===== config.mk =====
export PLATFORM = sky130hd
export DESIGN_NAME = noc_inject_arbiter
export DESIGN_NICKNAME = d
export VERILOG_FILES = /design/src/rtl/noc_inject_arbiter.sv
export SDC_FILE = /design/constraint.sdc
export NUM_CORES = 1
export LEC_CHECK = 0
export BUFFER_PORTS_ARGS = -buffer_cell sky130_fd_sc_hd__buf_2
export CORE_ASPECT_RATIO = 0.8
export CORE_MARGIN = 5
export CORE_UTILIZATION = 35
export CTS_CLUSTER_SIZE = 25
export DETAILED_ROUTE_END_ITERATION = 8
export GPL_ROUTABILITY_DRIVEN = 0
export PLACE_DENSITY = 0.87
export RECOVER_POWER = 100
export SYNTH_ARGS = -nofsm -noshare
export SYNTH_HDL_FRONTEND = slang
export SYNTH_SLANG_ARGS = --single-unit

===== constraint.sdc =====
create_clock -name noc_clk -period 1.75 [get_ports noc_clk]
set_input_delay 0.35 -clock noc_clk [delete_from_list [all_inputs] [get_ports noc_clk]]
set_output_delay 0.35 -clock noc_clk [all_outputs]
set_load 0.05 [all_outputs]

===== src/rtl/noc_inject_arbiter.sv =====
// Packet-granular round-robin arbiter that shares one router injection port
// between NUM_REQ flit sources, with a packet counter and sticky error flag.
`ifndef Noc_Data_Width
`define Noc_Data_Width 32
`endif

module noc_inject_arbiter #(
  parameter int NUM_REQ = 4,
  localparam int GNT_W = $clog2(NUM_REQ)
) (
  input  logic                               noc_clk,
  input  logic                               noc_rst_n,
  input  logic [NUM_REQ-1:0]                 req_valid,
  output logic [NUM_REQ-1:0]                 req_ready,
  input  logic [NUM_REQ*`Noc_Data_Width-1:0] req_flit,
  input  logic [NUM_REQ-1:0]                 req_is_header,
  input  logic [NUM_REQ-1:0]                 req_is_tail,
  output logic                               sender_valid,
  input  logic                               sender_ready,
  output logic [`Noc_Data_Width-1:0]         sender_flit,
  output logic                               sender_is_header,
  output logic                               sender_is_tail,
  output logic                               grant_valid,
  output logic [GNT_W-1:0]                   grant_idx,
  output logic [15:0]                        pkt_count,
  output logic                               proto_err
);

  localparam int DW = `Noc_Data_Width;

  typedef enum logic {IDLE, LOCK} state_t;

  state_t           state;
  logic [GNT_W-1:0] rr_ptr;
  logic [GNT_W-1:0] rr_next;
  logic             first_done;
  logic [DW-1:0]    flit_arr [NUM_REQ];
  logic [NUM_REQ-1:0] eligible;
  logic [GNT_W-1:0] pick_idx;
  logic             pick_found;
  logic             lock;
  logic             hs;
  logic             tail_hs;
  logic             idle_err;
  logic             mid_err;

  assign lock = (state == LOCK);

  genvar gi;
  generate
    for (gi = 0; gi < NUM_REQ; gi++) begin : g_req
      assign flit_arr[gi]  = req_flit[gi*DW +: DW];
      assign req_ready[gi] = lock && (grant_idx == GNT_W'(gi)) && sender_ready;
    end
  endgenerate

  // Zero-latency pass-through of the locked requester; forced to 0 outside LOCK.
  assign sender_valid     = lock & req_valid[grant_idx];
  assign sender_flit      = lock ? flit_arr[grant_idx] : '0;
  assign sender_is_header = lock & req_is_header[grant_idx];
  assign sender_is_tail   = lock & req_is_tail[grant_idx];

  assign hs       = sender_valid & sender_ready;
  assign tail_hs  = hs & req_is_tail[grant_idx];
  assign eligible = req_valid & req_is_header;
  assign idle_err = !lock && |(req_valid & ~req_is_header);
  assign mid_err  = lock && first_done && req_valid[grant_idx] && req_is_header[grant_idx];
  assign rr_next  = (grant_idx == GNT_W'(NUM_REQ - 1)) ? '0 : grant_idx + GNT_W'(1);

  // Scan downward so the candidate closest to rr_ptr is the last one written.
  always_comb begin
    int               idx;
    logic [GNT_W-1:0] cand;
    pick_found = 1'b0;
    pick_idx   = '0;
    idx        = 0;
    cand       = '0;
    for (int k = NUM_REQ - 1; k >= 0; k--) begin
      idx = int'(rr_ptr) + k;
      if (idx >= NUM_REQ) begin
        idx = idx - NUM_REQ;
      end
      cand = GNT_W'(idx);
      if (eligible[cand]) begin
        pick_found = 1'b1;
        pick_idx   = cand;
      end
    end
  end

  always_ff @(posedge noc_clk or negedge noc_rst_n) begin
    if (!noc_rst_n) begin
      state       <= IDLE;
      rr_ptr      <= '0;
      grant_idx   <= '0;
      grant_valid <= 1'b0;
      pkt_count   <= '0;
      proto_err   <= 1'b0;
      first_done  <= 1'b0;
    end else begin
      if (idle_err || mid_err) begin
        proto_err <= 1'b1;
      end
      case (state)
        IDLE: begin
          if (pick_found) begin
            grant_idx   <= pick_idx;
            grant_valid <= 1'b1;
            first_done  <= 1'b0;
            state       <= LOCK;
          end
        end
        LOCK: begin
          if (hs) begin
            first_done <= 1'b1;
          end
          if (tail_hs) begin
            state       <= IDLE;
            grant_valid <= 1'b0;
            rr_ptr      <= rr_next;
            pkt_count   <= pkt_count + 16'd1;
          end
        end
        default: state <= IDLE;
      endcase
    end
  end

endmodule


* Word-level counts from Yosys, hierarchy flattened
Index checks and enable logic that the tools add are counted.
** Word-level totals
- Word-level logic and storage cells :: 102
- RAM bits :: 0
- Memories kept :: 0
- Bits in registers :: 24
- Input bits :: 143
- Bits in latches :: 0
- Output and inout bits :: 59
- Bits in read-only memories :: 0
** Operators by class
- Equal/unequal tests :: 6
- Bitwise operators :: 10
- $lt $le $gt $ge :: 10
- Shifts and indexed selects :: 0
- Add/subtract/negate cells :: 9
- Divide/modulo/power cells :: 0
- Multiply operators :: 0
- Reduce and logical (&&, ||, !) cells :: 20
- Muxes and demuxes :: 40
** Operator list (count)
- 2-to-1 mux 32 bit :: 3
- binary-select mux 32 bit (select 2 bit) :: 1
- 2-to-1 mux 2 bit :: 9
- 2-to-1 mux 1 bit :: 17
- adder 16 x 1 -> 16 bit, second input constant :: 1
- < comparator 2 x 3 -> 1 bit, second input constant :: 5
- binary-select mux 1 bit (select 2 bit) :: 7
- greater-or-equal comparator 3 bit, second input constant :: 4
- logical AND 1 bit :: 12
- bitwise AND 4 bit :: 2
- AND reduction 2 bit :: 4
- subtractor 2 x 1 -> 2 bit, second input constant :: 4
- adder 2 x 2 -> 3 bit, second input constant :: 2
- case mux 1 bit (2 select lines) :: 3
- bitwise AND 1 bit :: 5
- == test 2 bit, second input constant :: 2
- != test 2 x 1 -> 1 bit, second input constant :: 2
- NOT 4 bit :: 1
- OR reduction 4 bit :: 1
- adder 2 x 1 -> 3 bit, second input constant :: 1
- greater-or-equal comparator 2 x 3 -> 1 bit, second input constant :: 1
- NOT 2 -> 3 bit :: 1
- adder 2 x 1 -> 2 bit, second input constant :: 1
- == test 2 x 1 -> 1 bit, second input constant :: 1
- other kinds (5) :: 5

* Logic depth before layout (Yosys ltp)
Gate-level depths: netlist of the first run.
- Word-level depth :: 11
- Mapped depth :: 7
- Depth with buffers taken out :: 5

* Least setup slack after synthesis of the first run
Ideal clock, no wire load.
- Path kind :: flip-flop to output port
- Start :: reg grant_idx[0]
- End :: out sender_flit[10]
- Data required time :: 1.400 ns
- Data arrival time :: 2.027 ns
- Path buffers :: 2
- Stages on the path, launching flop included :: 5
- Slack :: -0.627 ns
- Path through :: dfrtp_1 -> buf_6 -> buf_2 -> mux4_2 -> and2_1
** On the way
- Cells in the longest elaborated chain, start to end :: 5
** RTL lines
- start: declaration :: RTL line 24 : output logic [GNT_W-1:0] grant_idx,
- start signal: assignment :: RTL line 107 : grant_idx <= pick_idx;
- NOT 2 -> 3 bit (not written as such) :: RTL line 59 : assign sender_flit = lock ? flit_arr[grant_idx] : '0;
- binary-select mux 32 bit (select 2 bit) :: RTL line 59
- 2-to-1 mux 32 bit (not written as such) (2 in a row) :: RTL line 59
- 2-to-1 mux 32 bit :: RTL line 59
- end: declaration :: RTL line 20 : output logic [`Noc_Data_Width-1:0] sender_flit,
Every way passes these cells. The select of a mux whose other input is x is not followed.

* Worst setup path after layout of the first run
- Start :: reg grant_idx[0]
- End :: out sender_flit[19]
Same word-level chain as after synthesis.

==> results.cfg, run 1 <==
[power]
p_sw_w = 0.00394
pwr_density_cell_mw_per_mm2 = 1890
ir_worst_vdd_mv = 1.12
power_w = 0.00826
leakagePower_nw = 2.09
comb_power_share = 0.833
p_int_w = 0.00431
seqPwrFrac = 0.105
clkPwrFrac = 0.061
switching_share = 0.478

[grt]
grt_pass1_vias = 2884
top_usage_layer = met2
antenna_found_initial = 0
grt_pass1_wl_mm = 14.6
gr-usage-met3 = 0.0462
grtUsageTotal = 0.226
grt_overflow = 0
grt_start_max_net_pins = 31
met1_usage = 0.255
grtUsageMet2 = 0.426

[die]
io_pins = 202
die-area_mm2 = 0.00831
core_mm2 = 0.00638
start_util = 0.361
die_w_um = 101
core.rowCount = 26
die_y_um = 82.5

[sta]
fin_crit_ps = 2160
skew_ps = 1.97
finalHoldViolCount = 0
rsz0062_at_grt = yes
fin_setup_tns_ps = -18970
finalWorstSetupSlack_ps = -413
setup_violations = 59
period_share = 1.24
slew_headroom = 0.116
tightestPinTransition_ps = 1330
drv_slew = 0
max_freq_mhz = 462

[clocking]
ctsHtreeMaxLevel = 1
cts_root_buffer = clkbuf_8
clk_latency_ps = 280
cts_buffers = 3
clk_path_buf_depth = 2
cts_sinks = 24
ctsHoldBuffers = 0
tritoncts = built
clk_pin_slew_worst_paths_ps = 90

[logic_synthesis]
synth-edff-count = 0
synth-seq-cells = 24
synth_flop_cell = dfrtp_1
synth_area_leader_cell = mux4_2
synthArstFlopShare = 1.00
synthTopCellsByArea = mux4_2 (34%), dfrtp_1 (26%), and2_1 (9.8%), xnor2_1 (4.6%), ha_1 (2.7%)
synth.avg_cell_area_um2 = 11.6
seq_area_frac_synth = 0.261
syn_inst = 199
syn_area_mm2 = 0.00230
yosysUniqueCellTypes = 34
ys_warn_count = 0
synth_nets = 347
synth_top_area_frac = 0.343

[drt]
viasPerCell = 5.36
vias = 2693
drt_iter0_drc = 94
wl_mm = 10.0
ant_nets = 0
drc = 0
wire_per_inst_um = 20.0
detail_route.first_pass.iterations = 4

[status]
violations = setup timing
outcome = finished, violations left

[final_layout]
fillers = 482
nets = 567
fin_cells = 502
antennaDiodeCount = 0
final_design_area_no_fill_mm2 = 0.00437
drive_gt1_frac = 0.763
area_growth_pct = 89.9

[worst_setup_path]
crit_path_start_kind = register
required_ps = 1400
path_class = reg2out
reg2reg_from = grant_idx[0]
critPathMaxFanout = 6
r2r_end = pkt_count[12]
r2r_cells = 8
end_kind = output pin
worstPathArrival_ps = 1810
r2r_slack_ps = -370
crit_start = grant_idx[0]
endpoint = sender_flit[19]

[hold_path]
hp-class = in2async

[placement]
dp_cells = 486
io_buffer_count = 201
dp_slack_ps = -158
postPlaceCellArea_mm2 = 0.00363
dp_hpwl_mm = 7.42

[run]
maxCapViolations = 0
-- through the flow --
| step | hold WS (ps) | utilization |
|---|---|---|
| 5_1_grt | 457 | 0.685 |
| 3_5_place_dp | 365 | 0.570 |
| 2_1_floorplan | 54.4 | - |
| 3_3_place_gp | 349 | 0.570 |
| 6_report | 343 | 0.685 |
| 4_1_cts | 56.5 | 0.682 |
-- synth_stat cells (2+ instances only) --
master and number:
and2_1 36, mux4_2 35, dfrtp_1 24, nand2_1 13, xnor2_1 12, nand3_1 9, clkbuf_1 8, inv_1 7
ha_1 5, and3_1 4, buf_2 4, nand4_1 4, nor3_1 4, buf_6 3, o21ai_0 3, xor2_1 3
a21o_1 2, a21oi_1 2, a31oi_1 2, mux2_2 2, nand2b_1 2, nor2_1 2, o211ai_1 2
-- final cells by class --
class	count	area (um^2)	share of cell area
Clock buffer	3	41.3	0.00945
Clock inverter	1	30.0	0.00687
Inverter	7	28.8	0.00658
Multi-Input combinational cell	153	1800	0.413
Sequential cell	24	608	0.139
Tap cell	84	105	0.0240
Timing Repair Buffer	230	1750	0.401
-- worst min-delay path by stage --
stage,startpoint,endpoint,slack (ps),cells past startpoint
floorplan,noc_rst_n,first_done,50,0
global placement,noc_rst_n,pkt_count[9],350,1
detailed placement,noc_rst_n,pkt_count[9],370,1
CTS,noc_rst_n,rr_ptr[1],60,1
global route,noc_rst_n,pkt_count[9],460,1
finish,noc_rst_n,pkt_count[7],340,1
-- power groups by stage --
stage,Combinational (W),Sequential [W],Clock (W)
2_1_floorplan,0.00398,0.00104,0
3_3_place_gp,0.00507,0.000854,0
3_5_place_dp,0.00516,0.000868,0
4_1_cts,0.00681,0.000855,0.000513
5_1_grt,0.00716,0.000896,0.000540
6_report,0.00688,0.000871,0.000507
-- cell families (layout without fill, tap and decap cells) --
group,Yosys count,in the layout,synth area share
adders and majority gates,5,5,0.0272
xor gates and xnor gates,15,15,0.0571
DFF,24,24,0.261
buffers and inverters,22,241,0.0479
and+or+nand+nor,78,78,0.198
AOI/OAI and AO/OA,18,18,0.0560
muxes,37,37,0.352
-- cells in the final DEF, fill, tap and decap left out, types with 3 or more instances in the layout --
cell type	n
buf_2	141
mux4_2	35
and2_4	35
buf_8	35
dfrtp_1	18
clkbuf_1	17
buf_4	12
buf_6	10
nand2_1	9
xnor2_1	9
dfrtp_2	6
buf_12	6
nand3_1	5
inv_1	5
clkbuf_2	5
and3_4	4
nand2_2	4
nand4_1	4
nand3_2	4
ha_1	4
buf_16	4
xnor2_2	3
o21ai_0	3
clkbuf_8	3
-- state kept, by name, summed over array words and instances (netlist names) --
name	flops
rr_ptr	2
lock	1
grant_idx	2
pkt_count	16
first_done	1
grant_valid	1
proto_err	1
-- worst max-delay path: stages (launching register included) --
cell and delay [ps]:
dfrtp_2 420, buf_12 150, buf_12 130, mux4_2 510, and2_4 160, buf_8 140
-- layer usage --
| metal | routed length [um] | vias up | part of all wire |
|---|---|---|---|
| li1 | - | 1194 | - |
| met4 | 217 | 0 | 0.022 |
| met3 | 854 | 19 | 0.085 |
| met5 | 0 | - | 0 |
| met1 | 3520 | 1311 | 0.35 |
| met2 | 5450 | 169 | 0.54 |
-- repair_timing --
action | 4_1_cts | 5_1_grt
cloned | 4 | 0
setup endpoints to repair | 49 | 59
pin swaps | 44 | 4
buffers inserted | 8 | 0
gates resized for setup | 134 | 10
Note: power is estimated with default switching activity, not from simulation.
==> run 2, diff against run 1 <==
==> constraint.sdc (replaced) <==
create_clock -name noc_clk -period 1.75 [get_ports noc_clk]
set_input_delay 0.0875 -clock noc_clk [delete_from_list [all_inputs] [get_ports noc_clk]]
set_output_delay 0.0875 -clock noc_clk [all_outputs]
set_load 0.05 [all_outputs]
==> run 2 against run 1 <==
The run still ends with setup timing left. Register-to-register slack gained 230 ps. Clock-buffer cell count did not move. Hold slack got worse by 170 ps. Clock power shrank 3%. Die area stayed put. Largest power group unchanged.
==> results.cfg, run 2 (synthesis results as in run 1) <==
[clocking]
cts_buffers = 3
cts_root_buffer = clkbuf_8
tritoncts = built
clk_path_buf_depth = 2
clk_pin_slew_worst_paths_ps = 90
clk_latency_ps = 270
cts_sinks = 24
ctsHtreeMaxLevel = 1

[drt]
ant_nets = 0
detail_route.first_pass.iterations = 4
viasPerCell = 5.27
drt_iter0_drc = 92
wl_mm = 9.76
drc = 0
wire_per_inst_um = 19.4
vias = 2654

[worst_setup_path]
critPathTopFamily = multiplexers
worstPathArrival_ps = 1820
cp.buffers_inverters = 3
end_kind = output pin
critPathMaxFanout = 7
slowest_stage = mux4_2
path_class = reg2out
crit_path_start_kind = register
required_ps = 1660
max_stage_delay_ps = 520
r2r_slack_ps = -140
path_cells = buf_12 -> buf_16 -> mux4_2 -> and2_4 -> buf_6

[final_layout]
antennaDiodeCount = 0
largest-register = pkt_count
mostFrequentLayoutCells = buf_2 (141), mux4_2 (35), and2_4 (35), buf_6 (33), clkbuf_1 (20)
fillers = 506
largest_reg_flops = 16
final_design_area_no_fill_mm2 = 0.00417
reg_top3 = pkt_count: 16 flops, grant_idx: 2 flops, rr_ptr: 2 flops
mostFrequentLayoutCell = buf_2
drive_gt1_frac = 0.733
nets = 569
fin_util = 0.654
area_growth_pct = 81.3

[power]
p_sw_w = 0.00377
pwr_density_cell_mw_per_mm2 = 1850
comb_power_share = 0.826
p_int_w = 0.00396
ir_worst_vdd_mv = 1.09
seqPwrFrac = 0.111
clkPwrFrac = 0.064
switching_share = 0.488
leakagePower_nw = 2.03

[die]
die-area_mm2 = 0.00831
start_util = 0.361
core.rowCount = 26
io_pins = 202
core_mm2 = 0.00638
die_y_um = 82.5
die_w_um = 101

[sta]
skew_ps = 10.2
rsz0062_at_grt = yes
drv_slew = 0
max_freq_mhz = 525
finalWorstSetupSlack_ps = -154
finalHoldViolCount = 0
tightestPinTransition_ps = 1330
setup_violations = 54
slew_headroom = 0.114
period_share = 1.09
fin_crit_ps = 1900

[grt]
antenna_found_initial = 0
grtUsageTotal = 0.232
grt_overflow = 0
grtUsageMet2 = 0.461
gr-usage-met3 = 0.0479
top_usage_layer = met2
met1_usage = 0.268
grt_pass1_wl_mm = 15.0
grt_pass1_vias = 2857
grt_start_max_net_pins = 25

[placement]
io_buffer_count = 201
postPlaceCellArea_mm2 = 0.00355
dp_hpwl_mm = 7.70

[run]
maxCapViolations = 0

[hold_path]
hp-class = in2reg

[status]
violations = setup timing
outcome = finished, violations left
run 2: cell count changes in the layout (fill, tap and decap cells not counted), sizes merged:
cell,previous run,this run
dlygate4sd3,0,1
buf,208,209
run 2: power by group through the flow:
| stage | Sequential, W | Combinational [W] | Clock, W |
|---|---|---|---|
| finish | 0.000855 | 0.00638 | 0.000491 |
| global route | 0.000875 | 0.00668 | 0.000533 |
| CTS | 0.000847 | 0.00635 | 0.000497 |
| detailed placement | 0.000861 | 0.00496 | 0 |
| global placement | 0.000847 | 0.00489 | 0 |
| floorplan | 0.00104 | 0.00374 | 0 |
run 2: path summary, 6_finish.rpt:
kind                             endpoint          from  cells past startpoint
setup / recovery           sender_flit[1]  grant_idx[0]                      5
hold / removal                 first_done  sender_ready                      3
setup reg to reg             pkt_count[1]  grant_idx[0]                      5
hold reg to reg               grant_valid   grant_valid                      1
max in group asynchronous    grant_idx[0]     noc_rst_n                      2
min in group asynchronous   pkt_count[13]     noc_rst_n                      2
run 2: cell type report:
cell class / instances / area, um^2 / area share
Clock inverter: 1 / 30.0 / 0.00720
Inverter: 7 / 28.8 / 0.00690
Timing Repair Buffer: 232 / 1610 / 0.385
Sequential cell: 24 / 608 / 0.146
Clock buffer: 3 / 41.3 / 0.00990
Tap cell: 84 / 105 / 0.0252
Multi-Input combinational cell: 153 / 1750 / 0.420
run 2: tightest hold or removal path, delay by kind of cell:
family          cells  cell delay (ps)
simple gates        1               90
compound gates      1               80
buf+inv             1              150
run 2: timing repair:
action	in CTS	in global routing
hold endpoints to repair	24	0
hold buffers	1	0
resized for setup	112	20
buffers inserted	8	6
pin swaps	14	3
gates cloned	3	0
endpoints found under the setup margin	40	59
run 2: metrics by stage:
stage	total power, W	worst slack (ps)	instances	hold slack, ps	setup TNS, ps
2_1_floorplan	0.00478	-199	199	-208	-2970
4_1_cts	0.00770	-140	500	178	-4840
6_report	0.00773	-154	504	176	-4880
3_5_place_dp	0.00582	-51.8	484	106	-64.2
5_1_grt	0.00809	-199	504	178	-8500
3_3_place_gp	0.00573	47.3	484	93.6	0
run 2: per-layer routing:
layer  routed length (um)  vias to the layer above  share of wire
met1                 3560                     1343           0.36
met2                 5540                      109           0.57
li1                     -                     1196              -
met3                  623                        6          0.064
met5                    0                        -              0
met4                   38                        0         0.0039
